<file path="src/rtl/uart_tx_pkg.sv">
// uart_tx_pkg
// Shared definitions for the UART transmitter (and a future receiver):
//   - tx_state_t : 2-bit FSM state encoding (IDLE=0, START=1, DATA=2, STOP=3)
//   - frame constants for 8N1 framing
//   - baud_div() : clock cycles per serial bit, truncating division
package uart_tx_pkg;

  typedef enum logic [1:0] {
    IDLE  = 2'd0,
    START = 2'd1,
    DATA  = 2'd2,
    STOP  = 2'd3
  } tx_state_t;

  localparam int DATA_BITS  = 8;
  localparam int STOP_BITS  = 1;
  localparam int FRAME_BITS = 1 + DATA_BITS + STOP_BITS;

  function automatic int baud_div(input int clk_freq_hz, input int baud_rate);
    return clk_freq_hz / baud_rate;
  endfunction

endpackage

</file>
<file path="src/rtl/uart_tx_if.sv">
// uart_tx_if
// Byte handshake between the processor-side producer and the transmitter.
//   tx_data  : byte to send, sampled only on acceptance
//   tx_valid : producer has a byte; held until accepted
//   tx_ready : transmitter holding register is empty
//   tx_busy  : a frame is in progress or a byte is held
// Modports: master = producer, slave = transmitter.
interface uart_tx_if;
  import uart_tx_pkg::*;

  logic [DATA_BITS-1:0] tx_data;
  logic                 tx_valid;
  logic                 tx_ready;
  logic                 tx_busy;

  modport master (
    output tx_data,
    output tx_valid,
    input  tx_ready,
    input  tx_busy
  );

  modport slave (
    input  tx_data,
    input  tx_valid,
    output tx_ready,
    output tx_busy
  );
endinterface

</file>
<file path="src/rtl/uart_baud_tick.sv">
// uart_baud_tick
// Free-running bit-period counter, 0..DIV-1, shared by transmitter and
// (later) receiver.
//   clk     : system clock
//   rst     : synchronous active-high reset
//   restart : synchronous clear, holds the count at zero while asserted
//   tick    : one-cycle pulse on the last cycle of each bit period
module uart_baud_tick #(
  parameter int DIV = 104
) (
  input  logic clk,
  input  logic rst,
  input  logic restart,
  output logic tick
);

  localparam int W = (DIV > 1) ? $clog2(DIV) : 1;

  logic [W-1:0] count;

  assign tick = (count == W'(DIV - 1));

  // Wrapping on tick keeps the count inside 0..DIV-1 even when DIV is not
  // a power of two.
  always_ff @(posedge clk) begin
    if (rst || restart || tick) begin
      count <= '0;
    end else begin
      count <= count + W'(1);
    end
  end

endmodule

</file>
<file path="src/rtl/uart_tx.sv">
// uart_tx
// 8N1 UART transmitter with a one-byte holding register so that a queued
// byte follows the previous stop bit with no idle gap.
//   CLK         : system clock
//   RESET       : synchronous active-high reset
//   bus (slave) : tx_data / tx_valid / tx_ready / tx_busy byte handshake
//   TXD         : registered serial output, idles high
// Parameters CLK_FREQ_HZ and BAUD_RATE set DIV = CLK_FREQ_HZ / BAUD_RATE
// clock cycles per bit.
module uart_tx
  import uart_tx_pkg::*;
#(
  parameter int CLK_FREQ_HZ = 12_000_000,
  parameter int BAUD_RATE   = 115_200
) (
  input  logic       CLK,
  input  logic       RESET,
  uart_tx_if.slave   bus,
  output logic       TXD
);

  localparam int DIV   = baud_div(CLK_FREQ_HZ, BAUD_RATE);
  localparam int IDX_W = $clog2(DATA_BITS);

  tx_state_t            state;
  logic [DATA_BITS-1:0] hold_data;
  logic                 hold_full;
  logic [DATA_BITS-1:0] shift;
  logic [IDX_W-1:0]     bit_idx;
  logic                 tick;
  logic                 baud_restart;

  // Every non-IDLE state is left on a tick, where the counter wraps to zero
  // by itself, so holding it clear in IDLE is enough to start each state
  // from count zero.
  assign baud_restart = (state == IDLE);

  uart_baud_tick #(
    .DIV(DIV)
  ) baud (
    .clk    (CLK),
    .rst    (RESET),
    .restart(baud_restart),
    .tick   (tick)
  );

  assign bus.tx_ready = !hold_full;
  assign bus.tx_busy  = (state != IDLE) || hold_full;

  // Holding register and frame FSM share one block. A load needs
  // hold_full=0 and a clear needs hold_full=1, so the two never collide.
  always_ff @(posedge CLK) begin
    if (RESET) begin
      state     <= IDLE;
      TXD       <= 1'b1;
      hold_data <= '0;
      hold_full <= 1'b0;
      shift     <= '0;
      bit_idx   <= '0;
    end else begin
      if (bus.tx_valid && !hold_full) begin
        hold_data <= bus.tx_data;
        hold_full <= 1'b1;
      end

      case (state)
        IDLE: begin
          TXD <= 1'b1;
          if (hold_full) begin
            shift     <= hold_data;
            hold_full <= 1'b0;
            TXD       <= 1'b0;
            state     <= START;
          end
        end

        START: begin
          if (tick) begin
            TXD     <= shift[0];
            bit_idx <= '0;
            state   <= DATA;
          end
        end

        // TXD takes shift[1] because it is the bit that lands in shift[0]
        // on this same edge.
        DATA: begin
          if (tick) begin
            if (bit_idx == IDX_W'(DATA_BITS - 1)) begin
              TXD   <= 1'b1;
              state <= STOP;
            end else begin
              shift   <= shift >> 1;
              TXD     <= shift[1];
              bit_idx <= bit_idx + IDX_W'(1);
            end
          end
        end

        // A byte queued during the frame starts its start bit on the very
        // edge that ends this stop bit.
        STOP: begin
          if (tick) begin
            if (hold_full) begin
              shift     <= hold_data;
              hold_full <= 1'b0;
              TXD       <= 1'b0;
              state     <= START;
            end else begin
              state <= IDLE;
            end
          end
        end

        default: begin
          TXD   <= 1'b1;
          state <= IDLE;
        end
      endcase
    end
  end

endmodule
</file>
<file path="src/flat_wrapper.sv">
// flat-port wrapper written by rule: the top's interface ports become plain ports
module uart_tx_flat import uart_tx_pkg::*;
#(
  parameter int CLK_FREQ_HZ = 12_000_000,
  parameter int BAUD_RATE   = 115_200
)
  (CLK, RESET, TXD, bus_tx_data, bus_tx_valid, bus_tx_ready, bus_tx_busy);
  uart_tx_if bus_i ();
  input  logic CLK;
  input  logic RESET;
  output logic TXD;
  input wire logic [$bits(bus_i.tx_data)-1:0] bus_tx_data;
  input wire logic [$bits(bus_i.tx_valid)-1:0] bus_tx_valid;
  output wire logic [$bits(bus_i.tx_ready)-1:0] bus_tx_ready;
  output wire logic [$bits(bus_i.tx_busy)-1:0] bus_tx_busy;
  assign bus_i.tx_data = bus_tx_data;
  assign bus_i.tx_valid = bus_tx_valid;
  assign bus_tx_ready = bus_i.tx_ready;
  assign bus_tx_busy = bus_i.tx_busy;
  uart_tx #(.CLK_FREQ_HZ(CLK_FREQ_HZ), .BAUD_RATE(BAUD_RATE)) u_core (.CLK(CLK), .RESET(RESET), .bus(bus_i), .TXD(TXD));
endmodule
</file>
<file path="config.mk">
export PLATFORM = sky130hd
export DESIGN_NAME = uart_tx_flat
export DESIGN_NICKNAME = d
export VERILOG_FILES = /design/src/rtl/uart_tx_pkg.sv /design/src/rtl/uart_tx_if.sv /design/src/rtl/uart_baud_tick.sv /design/src/rtl/uart_tx.sv /design/src/flat_wrapper.sv
export SDC_FILE = /design/constraint.sdc
export NUM_CORES = 1
export LEC_CHECK = 0
export CAP_MARGIN = 20
export CELL_PAD_IN_SITES_DETAIL_PLACEMENT = 0
export CELL_PAD_IN_SITES_GLOBAL_PLACEMENT = 1
export CORE_ASPECT_RATIO = 1.75
export CORE_MARGIN = 5
export CORE_UTILIZATION = 43
export DETAILED_ROUTE_END_ITERATION = 12
export PLACE_DENSITY = 0.87
export SLEW_MARGIN = 20
export SYNTH_ARGS = -nofsm -noshare
export SYNTH_HDL_FRONTEND = slang
export SYNTH_SLANG_ARGS = --single-unit
</file>
<file path="constraint.sdc">
create_clock -name CLK -period 2.95 [get_ports CLK]
set_clock_uncertainty 0.1 [all_clocks]
set_input_delay 0.7375 -clock CLK [delete_from_list [all_inputs] [get_ports CLK]]
set_output_delay 0.7375 -clock CLK [all_outputs]
set_load 0.05 [all_outputs]
</file>
After elaboration in Yosys (flattened, before gate mapping)
Cells that the tools add are included.
- input port bits: 11
- word-level logic and storage cells: 61
- output and inout port bits: 3
- register bits after elaboration: 30
- mux-type cells: 27
- reduce and logical (&&, ||, !) cells: 13
- eq/ne operators: 12
- add/sub/neg operators: 2
- operators by type and width (kind ; number):
    8-bit 2-to-1 mux ; 4
    8-bit case mux with 3 select lines ; 1
    4-bit AND reduction ; 3
    1-bit 2-to-1 mux ; 10
    2-bit 2-to-1 mux ; 5
    3-bit 2-to-1 mux ; 3
    2-bit inequality test, second input constant ; 4
    2-bit case mux with 4 select lines ; 1
    7-bit by 1-bit adder with 7-bit output, second input constant ; 1
    7-bit equality test, second input constant ; 1
    2-bit by 1-bit inequality test with 1-bit output, second input constant ; 3
    3-bit case mux with 2 select lines ; 1
    5-bit AND reduction ; 1
    2-bit equality test, second input constant ; 2
    1-bit case mux with 4 select lines ; 1
    2-bit nonzero test ; 2
    3-bit by 1-bit adder with 3-bit output, second input constant ; 1
    3-bit equality test, second input constant ; 1
    1-bit logical OR ; 3
    3-bit nonzero test ; 1
    2-bit by 1-bit equality test with 1-bit output, second input constant ; 1
    2-bit zero test ; 1
    1-bit case mux with 2 select lines ; 1
    1-bit logical AND ; 1
    1-bit zero test ; 1

Longest topological paths before layout
Gate-level depths: netlist of run 1.
- depth after elaboration: 6
- mapped depth: 6
- mapped depth without buffers: 6

Hierarchy
Synthesis of run 1 repeated with hierarchy kept, for this count alone.
- cell total of the unflattened synthesis: 165
- area total of the unflattened synthesis: 1556.5 um^2
- modules (own cells, without submodules) (module ; sequential area each (um^2) ; area an instance (um^2) ; cells an instance ; instances):
    uart_tx ; 460.4 ; 1253.7 ; 131 ; 1
    uart_baud_tick ; 140.1 ; 302.8 ; 34 ; 1

Least setup slack after synthesis of run 1
No wires, ideal clock.
- path type: flip-flop to flip-flop
- start: register u_core.bit_idx[0]
- end: register u_core.shift[1]
- buffers on the path: 0
- data arrival time: 2035 ps
- required time: 2792 ps
- setup slack: 757 ps
- cell stages (with the launch flop): 7
- setup time: 58 ps
- period minus slack after synthesis: 2193 ps
- cells stage by stage: dfxtp_1 -> ha_1 -> ha_1 -> or4b_4 -> nor4_4 -> o21bai_4 -> o221a_2
- cells in the longest elaborated chain, start to end: 3
- ends and longest elaborated chain (what ; RTL line ; source):
    start: declaration ; uart_tx.sv:29 ; logic [IDX_W-1:0] bit_idx;
    start signal: assignment ; uart_tx.sv:95 ; bit_idx <= bit_idx + IDX_W'(1);
    3-bit equality test ; uart_tx.sv:89 ; if (bit_idx == IDX_W'(DATA_BITS - 1)) begin
    2-bit inequality test (no line) ; - ;
    4-bit AND reduction (no line) ; - ;
    end signal: assignment ; uart_tx.sv:70 ; shift <= hold_data;
    end signal: assignment ; uart_tx.sv:93 ; shift <= shift >> 1;
    end signal: assignment ; uart_tx.sv:105 ; shift <= hold_data;
    end: declaration ; uart_tx.sv:28 ; logic [DATA_BITS-1:0] shift;
Every way passes these cells.
A chain may end at the register's enable or synchronous reset.

Final worst setup path of run 1
- start: register u_core.state[0]
- end: output port bus_tx_busy
- cells in the longest elaborated chain, start to end: 2
- ends and longest elaborated chain (what ; RTL line ; source):
    start: declaration ; uart_tx.sv:25 ; tx_state_t state;
    start signal: assignment ; uart_tx.sv:54 ; state <= IDLE;
    start signal: assignment ; uart_tx.sv:73 ; state <= START;
    start signal: assignment ; uart_tx.sv:81 ; state <= DATA;
    2-bit nonzero test ; uart_tx.sv:48 ; assign bus.tx_busy = (state != IDLE) || hold_full;
    1-bit logical OR ; uart_tx.sv:48 ;
    end: declaration ; flat_wrapper.sv:15 ; output wire logic [$bits(bus_i.tx_busy)-1:0] bus_tx_busy;
Every way passes these cells.

==> results of run 1 <==
## final timing paths
| check | to | depth (start not counted) | slack [ps] | startpoint |
|---|---|---|---|---|
| hold reg to reg | u_core.baud.count[0] | 1 | 360 | u_core.baud.count[0] |
| setup reg to reg | u_core.shift[3] | 6 | 510 | u_core.bit_idx[0] |
| setup / recovery | bus_tx_busy | 5 | 470 | u_core.state[0] |
| hold / removal | u_core.baud.count[0] | 1 | 360 | u_core.baud.count[0] |
## kinds of logic after synthesis
logic type / Yosys count / share of synthesized area (%)
buffers and inverters: 18 / 5.76
and+or+nand+nor: 52 / 19.5
AOI/OAI and AO/OA: 39 / 19.8
muxes: 9 / 6.02
adders and majority gates: 7 / 5.85
DFF: 30 / 40.1
xor gates and xnor gates: 5 / 2.92
## layer usage
metal	vias to the layer above	wire length (µm)	global-route usage [%]
met5	-	0	0
met4	0	37	6.58
li1	606	-	-
met1	587	1310	16.7
met3	4	117	5.11
met2	18	1840	28.6
## layout by cell type (no fill, tap or decap), types with 2 or more instances in the layout
master and count:
dfxtp_1 30, nor2_1 21, inv_1 13, a21oi_1 13, clkdlybuf4s50_1 12, mux2i_1 9
nand2_1 7, o221a_2 7, ha_1 7, clkbuf_8 6, nand3_1 5, o21ai_0 5
nor3_1 4, buf_4 4, nor2b_1 3, xnor2_1 3, o31ai_1 3, and3_1 2
or4b_1 2, a31oi_1 2, xor2_1 2
## final cells by class
class	count	area, µm²	share of cell area (%)
repair buffers	16	150	8.54
inverters	13	48.8	2.78
clock inverters	1	5.00	0.285
multi-input cells	112	811	46.1
flip-flops and latches	30	601	34.2
clock buffers	7	86.3	4.91
well taps	45	56.3	3.20
## worst register-to-register path: stages (launching register included)
cell and delay [ps]:
dfxtp_1 340, ha_1 210, ha_1 270, or4b_4 600, nor4_4 380, o21bai_4 260, o221a_2 230
## report_power, final
part           switching, mW  internal [mW]
clock network          0.151          0.188
logic                  0.352          0.232
registers             0.0588          0.485
## registers in the layout, summed over array words and instances (netlist names)
| name | count |
|---|---|
| u_core.TXD | 1 |
| u_core.baud.count | 7 |
| u_core.bit_idx | 3 |
| u_core.hold_data | 8 |
| u_core.hold_full | 1 |
| u_core.shift | 8 |
| u_core.state | 2 |
## stage by stage
stage / hold slack, ps / total power, mW
after floorplan: 318 / 0.976
after detailed placement: 360 / 1.14
final: 361 / 1.47
after global routing: 372 / 1.57
after global placement: 331 / 1.11
after CTS: 370 / 1.49
==> metrics.sh, run 1 <==
PLACE.DETAILED.HPWL_UM=2460
SYNTHARSTFLOPSHARE_PCT=0
PLACED_CELLS=216
FIRST_GLOBAL_VIAS=1285
DIEAREA_UM2=4810
CTS_SETUP_BUFFERS=0
REQUIRED_PS=2110
SYN_AREA_UM2=1500
DETAIL_ROUTE.FIRST_PASS.ITERATIONS=4
SETUP.WORST_PATH.CLASS='flip-flop to primary output'
WORST_EP_ARRIVAL_TIME_PS=1640
MAX_FREQ_MHz=403
N_FILL_CELL=349
REMAINING_DRC_ERRORS=0
GRT_PASS1_WL_UM=5690
CLKLATENCYLATEPIN_PS=280
SYNTH_TOP_CELLS_BY_AREA='dfxtp_1 (40%), mux2i_1 (6.0%), ha_1 (5.8%)'
GRT_MAX_DEGREE=16
DPL_CELL_AREA_UM2=1670
CRITICAL_PATH.MAX_FANOUT=7
YS_FF_LATCH=30
CRITICAL_PATH_BUF_INV_COUNT=3
MAX_INCR_DELAY_ON_CP_PS=340
CRITICAL_PATH.STARTPOINT_TYPE='flip-flop'
SYNTH.MOST_COMMON_CELL='dfxtp_1'
NUMBER_OF_ENDPOINTS_FAILING_SETUP_AT_THE_FINAL_STAGE=0
FIN_TNS_SETUP_PS=0
YS_WARNINGS=0
WORST-SLEW-PIN-TRANSITION_PS=512
WIRELENGTH_ROUTED_UM=3300
TIMING_HOLD_VIOLATIONS_FINAL=0
SYNTHTOPCELLSBYCOUNT='dfxtp_1 (30), nor2_1 (21), a21oi_1 (13), inv_1 (13), mux2i_1 (9)'
SYNTH_EDF_COUNT=0
FINISH.INSTANCE_AREA_UM2=1760
GP_CONGESTION=0.756
GRT_OVERFLOW=0
CRITICAL_PATH.TOP_DELAY_FAMILY='buffers and inverters'
ANTENNA_FOUND_INITIAL=0
WORSTPATHCELLLIST='inv_1 -> ha_1 -> nor2b_1 -> inv_1 -> buf_4'
DRT-WIRELENGTH-PER-CELL_UM=14.7
SYNTHESIZED_NETLIST_CELL_COUNT=160
MAX_SLEW_VIOLATION_COUNT=0
NETLIST-CELL-TYPE-COUNT=39
IOPINCOUNT=14
ROUTED-VIA-COUNT=1215
CLK_ROOT_BUFFER_CELL='clkbuf_8'
CTS_MADE_BUFFERS=5
POST-ROUTE-MIN-PERIOD_PS=2480
PERIOD_SHARE_PCT=84.1
ANT_NETS=0
POSTSYNTHAREAPERCELL_UM2=9.36
CTS.CLK_SLEW.WORST_PATHS_PS=60
AREA.GROWTH.SYNTH_TO_FINAL_PCT=17.4
YOSYS.AREA.TOP_TYPE_SHARE_PCT=40.1
IRDROPWORSTVDD_V=0.000816
CTS_REPAIR_RESIZE_COUNT=0
MAX_CAP_VIOL_COUNT=0
POSTSYNTH.TOPFLOPCELL='dfxtp_1'
CORE-AREA_UM2=3360
VIASPERCELL=5.42
NUM-NETS-FINAL=196
ANTENNA_CELLS_INSERTED=0
CRITPATHMOSTFREQUENTCELL='inv_1'
GRT_SETUP_UNREPAIRED='no'
ROWS=28
STATUS='finished, final reports clean'
SLEW_HEADROOM_PCT=65.7
PRECTSSETUPSLACK_PS=517
COUNT_OF_INPUT_AND_OUTPUT_BUFFERS=13
NON_FILLER_CELLS_FINAL=224
CTS_TREE='yes'
SYNTH.NET_COUNT=178
DIE_HEIGHT_UM=88.1
YOSYSTOPAREACELL='dfxtp_1'
HOLDCRITPATHCLASS='flip-flop to flip-flop'
LAYOUT_SETUP_WS_PS=470
CRIT_PATH_TOP_DELAY_CELL='dfxtp_1'
CTS.SINK_COUNT=30
FINAL_CORE_UTIL_PCT=52.3
DRT_FIRST_ITER_VIOLATIONS=29
YS_SEQ_AREA_SHARE_PCT=40.1
CTS_BUFFER_DEPTH=2
DRIVE_ABOVE_1_SHARE_PCT=15.1
POWERDENSITY_nW_PER_UM2=835
HOLDBUFCOUNTCTS=0
CTS_HTREE_LEVELS=2
GRT.TOTAL_USAGE_PCT=16.1
FP.DIEW_UM=54.6
INITIAL_UTIL_PCT=44.5
CRITPATHCAPTURETYPE='primary output'
POWER.STATIC_LEAKAGE_nW=0.687
Power figures use the tool's default switching activity.
==> run 2, diff against run 1 <==
- clock period: 2.95 -> 2.4 ns (I/O delays scaled with it)
==> run 2 against run 1 <==
Compared with the run above:
- register-to-register slack got worse by 270 ps
- global-route usage decreased by 0.13 points
- clock-buffer cell count unchanged
- worst setup slack worse by 370 ps
- via count decreased by 0.33%
- clock power up 23%
- wire length rose by 0.39%
- die area stayed put
- utilization grew 0.67 points
- hold slack gained 11 ps
- sequential share of layout area is 0.43 points lower
- critical path type unchanged
- largest cell class unchanged
==> metrics.sh, run 2 (same netlist as run 1, synthesis figures left out) <==
HOLD_SLACK_PS=371
CRITICAL_PATH.MAX_FANOUT=6
GRT.TOTAL_USAGE_PCT=16.0
CRITICAL_PATH.TOP_DELAY_FAMILY='buffers and inverters'
INITIAL_UTIL_PCT=44.5
PRECTSSETUPSLACK_PS=259
CTS_BUFFER_DEPTH=2
FINISH.INSTANCE_AREA_UM2=1780
STATUS='finished, final reports clean'
AREA.GROWTH.SYNTH_TO_FINAL_PCT=18.9
MAX_CAP_VIOL_COUNT=0
POWER.STATIC_LEAKAGE_nW=0.697
ANT_NETS=0
CTS_MADE_BUFFERS=5
CTS.SINK_COUNT=30
DIE_HEIGHT_UM=88.1
POWERDENSITY_nW_PER_UM2=1040
CTS_HTREE_LEVELS=2
FINAL_COMMON_CELL='dfxtp_1'
GRT_SETUP_UNREPAIRED='no'
CRITICAL_PATH_BUF_INV_COUNT=2
GRT_OVERFLOW=0
ANTENNA_CELLS_INSERTED=0
DIEAREA_UM2=4810
DRIVE_ABOVE_1_SHARE_PCT=16.1
PERIOD_SHARE_PCT=95.6
IRDROPWORSTVDD_V=0.000737
FIN_TNS_SETUP_PS=0
NON_FILLER_CELLS_FINAL=225
HOLDCRITPATHCLASS='flip-flop to flip-flop'
COUNT_OF_INPUT_AND_OUTPUT_BUFFERS=13
CLKLATENCYLATEPIN_PS=280
WORST-SLEW-PIN-TRANSITION_PS=508
MAX_SLEW_VIOLATION_COUNT=0
FP.DIEW_UM=54.6
CORE-AREA_UM2=3360
VIASPERCELL=5.38
GRT_PASS1_WL_UM=5580
GP_CONGESTION=0.874
CLK_ROOT_BUFFER_CELL='clkbuf_8'
ROUTED-VIA-COUNT=1211
DRT_FIRST_ITER_VIOLATIONS=31
ROWS=28
LAYOUT_SETUP_WS_PS=105
PLACED_CELLS=217
CTS_TREE='yes'
TIMING_HOLD_VIOLATIONS_FINAL=0
NUMBER_OF_ENDPOINTS_FAILING_SETUP_AT_THE_FINAL_STAGE=0
GRT_MAX_DEGREE=25
DPL_CELL_AREA_UM2=1690
DRT-WIRELENGTH-PER-CELL_UM=14.7
CTS.CLK_SLEW.WORST_PATHS_PS=70
REQUIRED_PS=1700
CRIT_PATH_START='u_core.hold_full'
IOPINCOUNT=14
FINAL_CELL_MIX='dfxtp_1 (30), nor2_1 (21), inv_1 (13), a21oi_1 (13), clkdlybuf4s50_1 (12)'
FIRST_GLOBAL_VIAS=1270
SETUP.WORST_PATH.CLASS='flip-flop to primary output'
ANTENNA_FOUND_INITIAL=0
WORST_EP_ARRIVAL_TIME_PS=1600
CRITICAL_PATH.STARTPOINT_TYPE='flip-flop'
WORST_R2R_STARTPOINT='u_core.bit_idx[0]'
NUM-NETS-FINAL=197
REG.LARGEST.LIST='u_core.hold_data: 8 flops, u_core.shift: 8 flops, u_core.baud.count: 7 flops'
REMAINING_DRC_ERRORS=0
POST-ROUTE-MIN-PERIOD_PS=2300
CRITPATHCAPTURETYPE='primary output'
SLEW_HEADROOM_PCT=66.1
FINAL_CORE_UTIL_PCT=52.9
PLACE.DETAILED.HPWL_UM=2510
WIRELENGTH_ROUTED_UM=3320
MAX_FREQ_MHz=436
MAX_INCR_DELAY_ON_CP_PS=820
HOLD_STARTPOINT='u_core.baud.count[0]'
WORSTPATHCELLLIST='inv_1 -> clkdlybuf4s50_1'
P_TOTAL_mW=1.85
DETAIL_ROUTE.FIRST_PASS.ITERATIONS=4
CRIT_PATH_TOP_DELAY_CELL='clkdlybuf4s50_1'
run 2: changes by cell type in the layout (fill, tap and decap cells not counted):
cell,change
ha_1,-1
buf_12,+1
ha_2,+1
run 2: path summary, 6_finish.rpt:
| path | to | slack [ps] | depth (start not counted) |
|---|---|---|---|
| max | bus_tx_ready | 100 | 2 |
| min | u_core.baud.count[0] | 370 | 1 |
| max reg2reg | u_core.shift[6] | 240 | 7 |
| min reg2reg | u_core.baud.count[0] | 370 | 1 |
run 2: worst register-to-register path, delay by kind of cell, from the launching register on:
family,cells,cell delay [ps]
AND/OR/NAND/NOR,2,790
adder cells (fa/ha/maj),2,410
flip-flops,1,340
buffers and inverters,1,210
AO/OA/AOI/OAI,2,200
run 2: timing repair:
item	CTS	global route
endpoints found under the setup margin	0	1
setup buffers	0	0
hold buffers	0	0
gates resized for setup	0	1
run 2: layer usage:
metal	global-route usage [%]	share of wire, %	vias to the layer above
met5	0	0	-
met1	15.7	40	581
li1	-	-	612
met4	7.03	1.5	0
met2	29.4	56	13
met3	4.43	2.7	5
run 2: area by class of cell:
type                    count  area [µm²]
clock buffers               7        86.3
repair buffers             17         170
well taps                  45        56.3
flip-flops and latches     30         601
fillers                   337        1580
clock inverters             1        5.00
inverters                  13        48.8
multi-input cells         112         813
run 2: where the power goes:
group	total, mW	switching (mW)	internal [mW]
registers	0.667	0.0715	0.596
logic	0.762	0.439	0.323
clock network	0.417	0.186	0.231
